$ cat config.mk
export PLATFORM = sky130hd
export DESIGN_NAME = counter_sample_fifo
export DESIGN_NICKNAME = d
export VERILOG_FILES = /design/src/rtl/counter_sample_fifo.sv
export SDC_FILE = /design/constraint.sdc
export NUM_CORES = 1
export LEC_CHECK = 0
export ABC_AREA = 1
export CORE_MARGIN = 3
export CORE_UTILIZATION = 40
export DETAILED_ROUTE_END_ITERATION = 12
export SYNTH_ARGS = -nofsm -noshare
export SYNTH_HDL_FRONTEND = slang
export SYNTH_SLANG_ARGS = --single-unit
$ cat constraint.sdc
create_clock -name i_clk -period 2.71 [get_ports i_clk]
set_input_delay 0.542 -clock i_clk [delete_from_list [all_inputs] [get_ports i_clk]]
set_output_delay 0.542 -clock i_clk [all_outputs]
set_load 0.05 [all_outputs]
$ cat src/rtl/counter_sample_fifo.sv
// Snapshots the counter value on a sample strobe into a small FIFO drained by a valid/ready consumer.
// Optional SAMPLE_WRAP_TAG_EN adds a per-entry wrap tag and the o_out_wrap port.
module counter_sample_fifo #(
    parameter int Size  = 5,
    parameter int Depth = 4
) (
    input  logic                     i_clk,
    input  logic                     i_rst_n,
    input  logic [Size-1:0]          i_count,
    input  logic                     i_sample,
    output logic [Size-1:0]          o_out_data,
    output logic                     o_out_valid,
    input  logic                     i_out_ready,
    output logic [$clog2(Depth):0]   o_level,
    output logic                     o_overflow,
    input  logic                     i_clear_ovf
`ifdef SAMPLE_WRAP_TAG_EN
    ,
    output logic                     o_out_wrap
`endif
);

    localparam int AW = $clog2(Depth);
    localparam int LW = AW + 1;

    logic [Size-1:0] r_mem [Depth];
    logic [AW-1:0]   r_wptr;
    logic [AW-1:0]   r_rptr;
    logic [LW-1:0]   r_level;
    logic            r_overflow;
    logic [Size-1:0] r_out_data;

    logic            w_empty;
    logic            w_full;
    logic            w_pop;
    logic            w_push;
    logic            w_drop;
    logic [AW-1:0]   w_rptr_nxt;
    logic [LW-1:0]   w_level_nxt;
    logic            w_head_load;
    logic            w_head_is_new;
    logic [Size-1:0] w_head_data;

    // Handshake: the head transfers on an edge where o_out_valid and i_out_ready are both high;
    // o_out_valid depends only on stored state, never on i_out_ready.
    assign w_empty       = (r_level == '0);
    assign w_full        = (r_level == LW'(Depth));
    assign w_pop         = ~w_empty & i_out_ready;
    assign w_push        = i_sample & (~w_full | w_pop);
    assign w_drop        = i_sample & ~w_push;
    assign w_rptr_nxt    = r_rptr + AW'(w_pop);
    assign w_level_nxt   = r_level + LW'(w_push) - LW'(w_pop);

    // The head register reloads only when the head entry changes and something remains;
    // if the new head is the slot being written this edge, take it straight from i_count.
    assign w_head_load   = (w_level_nxt != '0) & (w_pop | w_empty);
    assign w_head_is_new = w_push & (r_wptr == w_rptr_nxt);
    assign w_head_data   = w_head_is_new ? i_count : r_mem[w_rptr_nxt];

    always_ff @(posedge i_clk) begin
        if (w_push) begin
            r_mem[r_wptr] <= i_count;
        end
    end

    always_ff @(posedge i_clk or negedge i_rst_n) begin
        if (!i_rst_n) begin
            r_wptr     <= '0;
            r_rptr     <= '0;
            r_level    <= '0;
            r_overflow <= 1'b0;
            r_out_data <= '0;
        end else begin
            if (w_push) begin
                r_wptr <= r_wptr + AW'(1);
            end
            r_rptr  <= w_rptr_nxt;
            r_level <= w_level_nxt;
            // A drop on the same edge as a clear leaves the flag set.
            if (w_drop) begin
                r_overflow <= 1'b1;
            end else if (i_clear_ovf) begin
                r_overflow <= 1'b0;
            end
            if (w_head_load) begin
                r_out_data <= w_head_data;
            end
        end
    end

    assign o_out_data  = r_out_data;
    assign o_out_valid = ~w_empty;
    assign o_level     = r_level;
    assign o_overflow  = r_overflow;

`ifdef SAMPLE_WRAP_TAG_EN
    logic            r_tag_mem [Depth];
    logic [Size-1:0] r_prev_count;
    logic            r_wrap_pending;
    logic            r_out_wrap;
    logic            w_wrap_evt;
    logic            w_tag_in;

    assign w_wrap_evt = (i_count < r_prev_count);
    assign w_tag_in   = r_wrap_pending | w_wrap_evt;

    always_ff @(posedge i_clk) begin
        if (w_push) begin
            r_tag_mem[r_wptr] <= w_tag_in;
        end
    end

    // A pending wrap is consumed only by an accepted push; dropped samples keep it.
    always_ff @(posedge i_clk or negedge i_rst_n) begin
        if (!i_rst_n) begin
            r_prev_count   <= '0;
            r_wrap_pending <= 1'b0;
            r_out_wrap     <= 1'b0;
        end else begin
            r_prev_count <= i_count;
            if (w_push) begin
                r_wrap_pending <= 1'b0;
            end else if (w_wrap_evt) begin
                r_wrap_pending <= 1'b1;
            end
            if (w_level_nxt == '0) begin
                r_out_wrap <= 1'b0;
            end else if (w_head_load) begin
                r_out_wrap <= w_head_is_new ? w_tag_in : r_tag_mem[w_rptr_nxt];
            end
        end
    end

    assign o_out_wrap = r_out_wrap;
`endif

endmodule

Word level (Yosys, flattened, before mapping)
Memory sizes are Yosys's and may differ from the RTL's. A register that Yosys moved wholly into a read port is not among the register bits.
Cells that the tools add are included.
- $add $sub $neg: 4
- equality and inequality tests: 1
- muxes and demuxes: 4
- bitwise gates (word level): 9
- reduce and logical (&&, ||, !) cells: 4
- operator list (cell ; number):
    $and A1 B1 Y1 ; 4
    $mux W1 ; 4
    $add A3 B1 Y3 ; 1
    $eq A3 B3 Y1 const B ; 1
    $logic_not A3 Y1 ; 1
    $not A1 Y1 ; 3
    $reduce_bool A3 Y1 ; 1
    $sub A3 B1 Y3 ; 1
    $add A2 B1 Y2 ; 1
    $add A2 B1 Y2 const B ; 1
    $or A1 B1 Y1 ; 2
    $reduce_bool A2 Y1 ; 1
    $logic_not A1 Y1 ; 1
- flip-flop bits (word level): 8
- bits in writable memories: 20
- bits of input ports: 10
- memories: 1
- memory list (name ; depth ; bits a word ; read ports ; clocked after memory_dff ; write ports ; line ; source):
    r_mem ; 4 ; 5 ; 1 ; 1 ; 1 ; 26 ; logic [Size-1:0] r_mem [Depth];

Depth between registers and ports, before layout
- word-level depth: 9
- mapped depth: 17
- mapped depth without buffers: 17

Worst setup path after synthesis
Ideal clock, no wire load.
- kind: register to register
- from: register r_level[1], in the netlist o_level[1]
- to: register r_out_data[0], in the netlist o_out_data[0], read port of r_mem
- arrival time: 2436 ps
- required time: 2592 ps
- slack: 156 ps
- stages on the path, launching flop included: 16
- cell sequence: dfrtp_1 nor2_2 nand2_2 nand2_4 ha_1 inv_1 ha_1 fa_1 inv_1 nand2_1 nand3_1 nand3_2 nand2_4 inv_2 nand3_1 nand2_1
- longest elaborated chain between the ends: 9
- elaborated cells on any way between the ends: 13
- ends and longest elaborated chain (element ; line ; source):
    start, declared ; 29 ; logic [LW-1:0] r_level;
    start signal, assigned ; 78 ; r_level <= w_level_nxt;
    $logic_not A3 Y1 ; 46 ; assign w_empty = (r_level == '0);
    $not A1 Y1 ; 48 ; assign w_pop = ~w_empty & i_out_ready;
    $and A1 B1 Y1 ; 48 ;
    $or A1 B1 Y1 ; 49 ; assign w_push = i_sample & (~w_full | w_pop);
    $and A1 B1 Y1 ; 49 ;
    $add A3 B1 Y3 ; 52 ; assign w_level_nxt = r_level + LW'(w_push) - LW'(w_pop);
    $sub A3 B1 Y3 ; 52 ;
    $reduce_bool A3 Y1 ; 56 ; assign w_head_load = (w_level_nxt != '0) & (w_pop | w_empty);
    $and A1 B1 Y1 ; 56 ;
    end, declared ; 31 ; logic [Size-1:0] r_out_data;
Parallel ways exist; a longest one is shown, timed or not.
A chain may end at the register's enable or synchronous reset.

Final worst setup path
- from: input port i_out_ready
- to: register r_out_data[2], in the netlist o_out_data[2], read port of r_mem
- longest elaborated chain between the ends: 7
- elaborated cells on any way between the ends: 9
- ends and longest elaborated chain (element ; line ; source):
    start, declared ; 13 ; input logic i_out_ready,
    $and A1 B1 Y1 (*) ; 48 ;
    $or A1 B1 Y1 ; 49 ;
    $and A1 B1 Y1 ; 49 ;
    $add A3 B1 Y3 ; 52 ;
    $sub A3 B1 Y3 (*) ; 52 ;
    via w_level_nxt[1] ; 39 ; logic [LW-1:0] w_level_nxt;
    $reduce_bool A3 Y1 (*) ; 56 ;
    $and A1 B1 Y1 (*) ; 56 ;
Mark *: on every way through the listed nets, which the timed path passes. The rest lies on a longest branch.

==> summary.log <==
INFO  run_status     status=finished, final reports clean
INFO  timing         finalHoldViolCount=0
INFO  timing         max_freq=0.396GHz
INFO  placement      dpl_cell_area=0.00190mm2
INFO  global_route   grt_antenna_before_repair=0
INFO  clocking       tritoncts=built
INFO  clocking       postCtsSetupBuffers=0
INFO  placement      portBuffers=19
INFO  route          via_per_inst=4.77
INFO  yosys          synth_nets=182
INFO  yosys          synth_sequential_area_ratio=57.3%
INFO  timing         worst_hold_slack=0.483ns
INFO  worst_setup_path critical_path.startpoint_type=primary input
INFO  floorplan      design.die.area=0.00484mm2
INFO  route          drt_pass1_iterations=4
INFO  power_and_ir_drop p_int=0.00136W
INFO  route          drt_first_iter_violations=49
INFO  power_and_ir_drop switching_share=47.2%
INFO  global_route   grt_max_degree=14
INFO  yosys          ys_ff_latch=33
INFO  yosys          syn_avg_cell_area=9.86um2
INFO  clocking       worst_skew_pair.late_latency=0.29ns
INFO  global_route   grt_usage=14.6%
INFO  worst_setup_path crit_arrival=2.70ns
INFO  yosys          synthMuxAreaShare=0%
INFO  timing         clock-skew-final=0.00714ns
INFO  layout         area_growth=24.1%
INFO  clocking       cts.sink_count=33
INFO  worst_setup_path timing.critical_path.max_delay_family=adder cells
INFO  yosys          synth.distinct_cells=20
INFO  floorplan      start_util=42.9%
INFO  floorplan      io-pin-count=20
INFO  route          postRouteAntennaNets=0
INFO  timing         slew-limit-headroom=59.0%
INFO  floorplan      floorplan.die.height=69.6um
INFO  power_and_ir_drop comb_power_share=55.0%
INFO  worst_setup_path critical_path.max_fanout=6
INFO  timing         rsz0062_at_grt=no
INFO  floorplan      rows=22
INFO  worst_hold_path min-delay-path-class=reg -> reg
INFO  worst_setup_path crit_path_max_incr_delay=0.50ns
INFO  yosys          synth-adder-area-share=6.66%
INFO  yosys          post_synth_and_or_nand_nor_area_fraction=23.9%
INFO  worst_hold_path min_path_cells=2
INFO  route          num_vias=1164
INFO  worst_setup_path r2r.worst_path.cells=12
INFO  worst_setup_path end_kind=flip-flop
INFO  worst_setup_path regToRegEndpoint=o_out_data[2]$_DFFE_PN0P_
INFO  yosys          yosysTopAreaCellShare=37.2%
INFO  worst_setup_path worst-path-buf-inv=4
INFO  route          remaining_drcs=0
INFO  worst_setup_path r2r_slack=0.36ns
INFO  yosys          synth_xor_area_share=0.542%
INFO  route          postRouteWirelength=3180um
INFO  power_and_ir_drop vdd_drop_max=0.467mV
INFO  floorplan      dieWidth=69.6um
INFO  power_and_ir_drop power.clock.fraction=14.4%
INFO  clocking       clk_pin_slew_worst_setup_hold_paths=0.08ns
INFO  layout         layout_fillers=341
INFO  worst_setup_path timing.critical_path.cells=clkdlybuf4s50_1 -> inv_1 -> a21oi_1 -> ha_1 -> inv_1 -> ha_1 -> fa_2 -> nor2_1 -> nand3_2 -> nand2_4 -> inv_4 -> nand3_1 -> nand2_1
INFO  yosys          synth_top_cells_by_area=edfxtp_1 (37%), dfrtp_1 (20%), nand2_1 (7.2%)
INFO  clocking       cts_root_buffer=clkbuf_8
INFO  timing         fin_ws=0.187ns
INFO  power_and_ir_drop leakagePower=0.869nW
INFO  power_and_ir_drop report.power.total=0.00258W
INFO  worst_setup_path req_time_crit_path=2.89ns
INFO  timing         worstMarginPinSlew=0.613ns
INFO  yosys          synth_warnings=0
INFO  power_and_ir_drop pwr-share-seq=30.6%
INFO  timing         timing.final.crit_period=2.52ns
INFO  placement      dp_slack=-0.179ns
INFO  power_and_ir_drop net-switching-power=0.00122W
INFO  worst_setup_path critical-path-slowest-cell=clkdlybuf4s50_1
INFO  clocking       cts_inserted_buffers=5
INFO  yosys          synthCells=164
INFO  worst_hold_path timing.hold.worst_endpoint=o_out_data[4]$_DFFE_PN0P_
INFO  floorplan      design.core.area=0.00377mm2
INFO  worst_setup_path r2r-start=o_level[1]$_DFF_PN0_
INFO  layout         finished_core_util=53.2%
INFO  placement      place_hpwl=2390um
INFO  power_and_ir_drop power_density=1290mW/mm2
INFO  run            maxcap_viol_count=0
INFO  route          routed_wire_length_per_instance=13.0um
INFO  clocking       clock_path_buffers=2
INFO  timing         final_min_period_over_clock_period=93.1%
INFO  yosys          synth_top_family_by_area=simple AND/OR/NAND/NOR gates
INFO  layout         post_route_cells_drive_above_1_share=17.9%
INFO  layout         fin_nets=213
INFO  timing         setup-violations-final=0
INFO  clocking       cts_htree_levels=2
INFO  placement      finalWeightedCongestion=0.861
INFO  global_route   grt-ovfl-total=0
INFO  yosys          synth_compound_gate_area_share=5.57%
INFO  yosys          yosysTopAreaCell=edfxtp_1
INFO  timing         slew_viol_final=0
INFO  worst_setup_path worstSetupPathType=in -> reg
INFO  worst_hold_path hold_start=o_out_data[4]$_DFFE_PN0P_
INFO  global_route   grt_pass1_vias=1111
INFO  layout         diode_count=0
INFO  yosys          synthesis.area=0.00162mm2
INFO  layout         layout.cell_area.non_filler=0.00201mm2
INFO  global_route   grt_first_pass_wirelength=5480um
[cell type report]
type / count / area, um2 / area share [%]
Clock buffer: 5 / 68.8 / 3.43
Clock inverter: 3 / 22.5 / 1.12
Inverter: 22 / 85.1 / 4.24
Multi-Input combinational cell: 107 / 601 / 29.9
Sequential cell: 33 / 926 / 46.2
Tap cell: 48 / 60.1 / 2.99
Timing Repair Buffer: 26 / 243 / 12.1
[layout by cell type (no fill, tap or decap), drive strengths merged]
master and instances:
nand2 40, nor2 29, clkbuf 5, inv 22, edfxtp 20, xor2 1
fa 1, clkinvlp 3, nand3 11, clkdlybuf4s50 19, ha 7, buf 7
o21ai 16, dfrtp 13, a21oi 2
[stage by stage]
step / setup TNS (ns) / std cells
5_1_grt: 0 / 244
4_1_cts: 0 / 244
3_3_place_gp: -0.477 / 236
6_report: 0 / 244
3_5_place_dp: -0.820 / 236
2_1_floorplan: 0 / 164
[worst max path at each step]
stage	startpoint	endpoint	slack (ns)	cells past startpoint
3_5_place_dp	i_out_ready	o_out_data[2]$_DFFE_PN0P_	-0.18	16
2_1_floorplan	o_level[1]$_DFF_PN0_	o_out_data[0]$_DFFE_PN0P_	0.16	15
4_1_cts	i_out_ready	o_out_data[2]$_DFFE_PN0P_	0.11	16
5_1_grt	i_out_ready	o_out_data[3]$_DFFE_PN0P_	0.01	17
3_3_place_gp	i_out_ready	o_out_data[3]$_DFFE_PN0P_	-0.10	13
6_report	i_out_ready	o_out_data[2]$_DFFE_PN0P_	0.19	13
[state kept, by name, summed over array words and instances (netlist names)]
signal	cells
o_overflow	1
o_out_data	5
r_rptr	2
r_mem	20
r_wptr	2
o_level	3
[cells in the mapped netlist]
cell       n
nand2_1   31
nor2_1    26
edfxtp_1  20
inv_1     19
dfrtp_1   13
o21ai_1   12
nand3_1    8
ha_1       7
nand2_2    6
o21ai_0    4
inv_2      3
nand2_4    3
a21oi_1    2
buf_4      2
nand3_2    2
nor2_2     2
fa_1       1
nand3_4    1
nor2_4     1
xor2_1     1
[power groups by stage]
stage / clock, W / combinational (W) / sequential (W)
after floorplan: 0 / 0.000802 / 0.00101
after global routing: 0.000411 / 0.00158 / 0.000811
final: 0.000373 / 0.00142 / 0.000790
after global placement: 0 / 0.00137 / 0.000795
after detailed placement: 0 / 0.00141 / 0.000803
after CTS: 0.000382 / 0.00142 / 0.000793
[per-layer routing]
metal	part of all wire [%]	wire, um	track usage [%]
met3	4.5	143	4.35
met5	0	0	0
met4	1.7	54	5.21
met2	48	1520	22.8
met1	46	1470	19.1
[logic make-up after synthesis]
family                     count (synthesis)
and+or+nand+nor                           80
DFF                                       33
buffers and inverters                     24
AOI/OAI and AO/OA                         18
adders and majority gates                  8
xor gates and xnor gates                   1
[worst min-delay path, cell delays in order, from the launching register on]
cell and delay [ns]:
dfrtp_1 0.34, nand2_1 0.06, nand2_1 0.05
[repair_timing]
| action | CTS | global route |
|---|---|---|
| resized for setup | 0 | 3 |
| endpoints found under the hold margin | 0 | 0 |
| setup endpoints to repair | 0 | 5 |
| hold buffers | 0 | 0 |
Power figures use the tool's default switching activity.
==> variant 1: new RTL, same settings <==
The option `SAMPLE_WRAP_TAG_EN` is turned on by a define.
--- a/src/rtl/counter_sample_fifo.sv
+++ b/src/rtl/counter_sample_fifo.sv
@@ -1,4 +1,6 @@
 // Snapshots the counter value on a sample strobe into a small FIFO drained by a valid/ready consumer.
 // Optional SAMPLE_WRAP_TAG_EN adds a per-entry wrap tag and the o_out_wrap port.
+`define SAMPLE_WRAP_TAG_EN
+
 module counter_sample_fifo #(
     parameter int Size  = 5,
Behaviour (old outputs only; new: o_out_wrap): unchanged (equiv_simple and equiv_induct, registers matched by name and starting in step).
==> variant 1 against the unedited design <==
  * Total power is 20% higher
  * First-iteration DRC count is 49% higher
  * Sequential cell count is 11 higher
  * Die area is 28% higher
  * Final area is 31% higher
  * Fmax is 2.5% lower
  * Cell count is 36% higher
  * Clock skew is 1.0 ps higher
  * Worst setup slack worse by 64 ps
  * Clock power is 32% higher
  * Wire length is 25% higher
  * Combinational power is 14% higher
  * Area after synthesis is 30% higher
==> variant 1: results (changes against the unedited design) <==
STA
  – Slew HR: 0.666 (+0.0762)

Yosys
  – Synth area leaders: edfxtp_1, dfrtp_1, nand2_1
  – Compound-Gate Fraction of Synth Area: 0.0350 (-0.0207)
  – Async SR Flop Fraction: 0.455 (+0.0606)
  – Post-Synth Adder-Cell Area: 0.0748 (+0.00821)
  – Post-synthesis xor/xnor area fraction: 0.00415 (-0.00126)
  – Synth cell types: 22 (+10%)
  – Most frequent cells after synthesis: nand2_1, inv_1, edfxtp_1, dfrtp_1, nor2_1
  – Post-synth EDFFs: 24 (+20%)
  – Seq/Total Area, Yosys: 0.579 (+0.00647)

Power
  – NetSw: 0.00134 W (+10%)
  – VDD IR max: 456 uV (-2.3%)
  – Comb group: 0.00162 W (+14%)
  – Sequential power: 0.000998 W (+26%)

Cells and area
  – Final nets: 285 (+34%)
  – Fin cells: 331 (+36%)
  – Fillers: 462 (+35%)
  – Layout cells sized above 1: 0.170 (-0.00812)

Placement
  – Placed cell areas: 0.00248 sq mm (+30%)
  – DP Cell Count: 321 (+36%)
  – Final Wtd Congestion: 0.733 (-15%)

Run status
  – Outcome: completed

GRT
  – Largest net degree at the start of global routing: 21 (+7)
  – Number of global-route vias before repair: 1,447 (+30%)
  – Tot GR Track Use: 0.142 (-0.00313)

Setup path
  – Flop-to-flop setup slack: 280 ps (-80 ps)
  – Worst R2R Path Depth: 15 (+3)
  – Crit path arrival time: 2780 ps (+80 ps)

CTS
  – Worst-path clk slew: 90 ps

Detailed routing
  – Vias/cell: 4.46 (-6.5%)
  – 1st-iter DRT viols: 73 (+49%)
  – Drt wl/cell: 12.0 um (-7.6%)

Worst hold path
  – HP Start: o_out_data[3]
variant 1: repair_timing:
item | in CTS | in global routing
setup buffers | 0 | 2
endpoints found under the hold margin | 0 | 0
setup endpoints to repair | 0 | 6
resized for setup | 0 | 6
variant 1: per-layer routing:
| metal | track usage | vias to the layer above | share of wire | wire length [um] |
|---|---|---|---|---|
| met5 | 0 | - | 0 | 0 |
| met4 | 0.0315 | 0 | 0.0045 | 18 |
| met3 | 0.0344 | 2 | 0.039 | 157 |
| met2 | 0.233 | 29 | 0.49 | 1950 |
| met1 | 0.192 | 669 | 0.47 | 1870 |
| li1 | - | 777 | - | - |
variant 1: cell type report:
class | instances | share of cell area
sequential | 44 | 0.464
multi-input combinational | 144 | 0.292
timing repair buffer | 36 | 0.123
inverter | 32 | 0.0466
tap | 67 | 0.0318
clock buffer | 5 | 0.0261
clock inverter | 3 | 0.0162
variant 1: critical path, cell delays in order:
cell             delay (ps)
clkdlybuf4s50_1         470
inv_2                    50
a21oi_2                 200
ha_4                    230
inv_1                    50
ha_1                    130
inv_1                    50
fa_1                    470
inv_1                    50
nor2_1                  100
nand3_1                 110
nand2_2                 150
inv_4                    60
nand3_1                  80
nand2_1                  50
variant 1: per-stage QoR:
stage	setup WS, ps	utilization	power, W	hold WS [ps]
global route	-16.1	0.536	0.00339	505
detailed placement	-244	0.505	0.00259	464
finish	123	0.536	0.00311	482
CTS	78.0	0.527	0.00309	487
global placement	-173	0.505	0.00257	465
floorplan	49.8	-	0.00214	246
variant 1: worst max-delay path by stage:
stage                     start            end  slack (ps)
finish              i_out_ready  o_out_data[2]         120
detailed placement  i_out_ready  o_out_data[1]        -240
global route        i_out_ready     o_out_wrap         -20
CTS                 i_out_ready  o_out_data[1]          80
global placement    i_out_ready     o_out_wrap        -170
floorplan            o_level[1]     o_out_wrap          50
==> variant 2: new RTL, same settings <==
Made on the original files. Put one more register stage on the output `o_overflow`, with the module's reset. The value now appears one clock later. The other outputs are not delayed to match.
--- a/src/rtl/counter_sample_fifo.sv
+++ b/src/rtl/counter_sample_fifo.sv
@@ -92,5 +92,11 @@
     assign o_out_valid = ~w_empty;
     assign o_level     = r_level;
-    assign o_overflow  = r_overflow;
+    always_ff @(posedge i_clk or negedge i_rst_n) begin
+        if (!i_rst_n) begin
+            o_overflow <= '0;
+        end else begin
+            o_overflow <= r_overflow;
+        end
+    end
 
 `ifdef SAMPLE_WRAP_TAG_EN
Function: changed (a bounded check fails within 10 cycles, from zero or initial values and one cycle with i_rst_n low).
==> variant 2 against the unedited design <==
  * Hold slack got worse by 100 ps
  * Total power fell by 0.39%
  * Count of clock-buffer cells in the layout did not move
  * Synthesized cell count rose by 0.61%
  * Sequential cell count rose by 1
  * Via count fell by 0.60%
  * Register-to-register slack got worse by 60 ps
  * Utilization rose by 0.21 points
  * Non-clock buffer count rose by 1
  * Worst setup slack got worse by 28 ps
  * Wire length fell by 1.4%
  * Area after synthesis rose by 1.5%
  * Final area rose by 1.1%
  * Critical endpoint is now o_out_data[1]
  * Largest power group unchanged
==> variant 2: results (changes against the unedited design) <==
Power
  – Clk pwr share: 0.136 (-0.008)
  – Internal power: 0.00138 W (+1.4%)
  – VDD IR max: 556 uV (+19%)
  – Sequential power: 0.000814 W (+3.0%)
  – Leak: 0.891 nW (+2.5%)

Placement
  – DP Cell Count: 238 (+0.85%)
  – HPWL Detailed: 2.46 mm (+3.2%)
  – Port bufs: 19 (unchanged)

Setup path
  – Critical Path End: o_out_data[1]
  – Flop-to-flop setup slack: 300 ps (-60 ps)
  – Crit path arrival time: 2730 ps (+30 ps)

Detailed routing
  – Drt wl/cell: 12.7 um (-2.2%)
  – Routed WL: 3.14 mm (-1.4%)
  – WL met3: 108 um (-24%)
  – Met2 wire len: 1.49 mm (-1.5%)
  – Via count: 1,157 (-0.60%)
  – Metal-1 WL: 1.48 mm (+1.2%)

STA
  – Slew HR: 0.587 (-0.00323)
  – Skew final: 4.04 ps (-3.10 ps)

Run status
  – Outcome: completed

Yosys
  – Most frequent cells after synthesis: nand2_1, nor2_1, edfxtp_1, inv_1, dfrtp_1
  – Async SR Flop Fraction: 0.412 (+0.0178)
  – Seq/Total Area, Yosys: 0.579 (+0.00651)
  – Avg Inst Size Synth: 9.95 sq um (+0.93%)
  – Synth area leaders: edfxtp_1, dfrtp_1, nand2_1

Cells and area
  – Fillers: 349 (+2.3%)
  – Clock Network Area Fraction: 0.0419 (-0.00359)
  – Final nets: 215 (+0.94%)
  – Non-CTS buffers: 27 (+3.8%)
  – Layout cells sized above 1: 0.177 (-0.00180)
  – Sequential share of cell area: 0.469 (+0.00721)
  – Inverter count: 22 (unchanged)
  – Multi-input gate share of total cell area: 0.295 (-0.00394)
  – Non-clock buffer share: 0.123 (+0.00236)

CTS
  – Clk buf depth: 2 (unchanged)
  – CTS sink cnt: 34 (+3.0%)

Worst hold path
  – WHS Endpoint: o_overflow
  – Worst hold path depth: 0 (-2)

GRT
  – Routing usage on met1: 0.192 (+0.00122)
  – Met3 Use GR: 0.0475 (+0.00400)
  – First-pass GRT wire length: 5.47 mm (-0.13%)
  – Largest net degree at the start of global routing: 15 (+1)
  – Met2 Use GR: 0.221 (-0.00635)
[variant 2: worst max-delay path: cells and delay by family]
family	cells	cell delay [ps]
AO/OA/AOI/OAI	1	150
adder cells (fa/ha/maj)	3	860
AND/OR/NAND/NOR	5	500
buffers and inverters	4	690
[variant 2: per-stage QoR]
step | util | setup slack, ps | power (W) | hold slack (ps) | cell area [sq um]
global route | 0.534 | 7.62 | 0.00280 | 394 | 2030
global placement | 0.510 | -101 | 0.00220 | 356 | 1940
CTS | 0.532 | 104 | 0.00260 | 379 | 2020
finish | 0.534 | 159 | 0.00257 | 382 | 2030
detailed placement | 0.510 | -178 | 0.00223 | 364 | 1940
floorplan | - | 156 | 0.00183 | 246 | 1640
[variant 2: kinds of logic after synthesis]
kind of cell | Yosys count | synth area share
buf+inv | 24 | 0.0594
flops | 34 | 0.579
simple gates | 80 | 0.236
compound gates | 18 | 0.0549
xor+xnor | 1 | 0.00534
fa+ha+maj | 8 | 0.0655
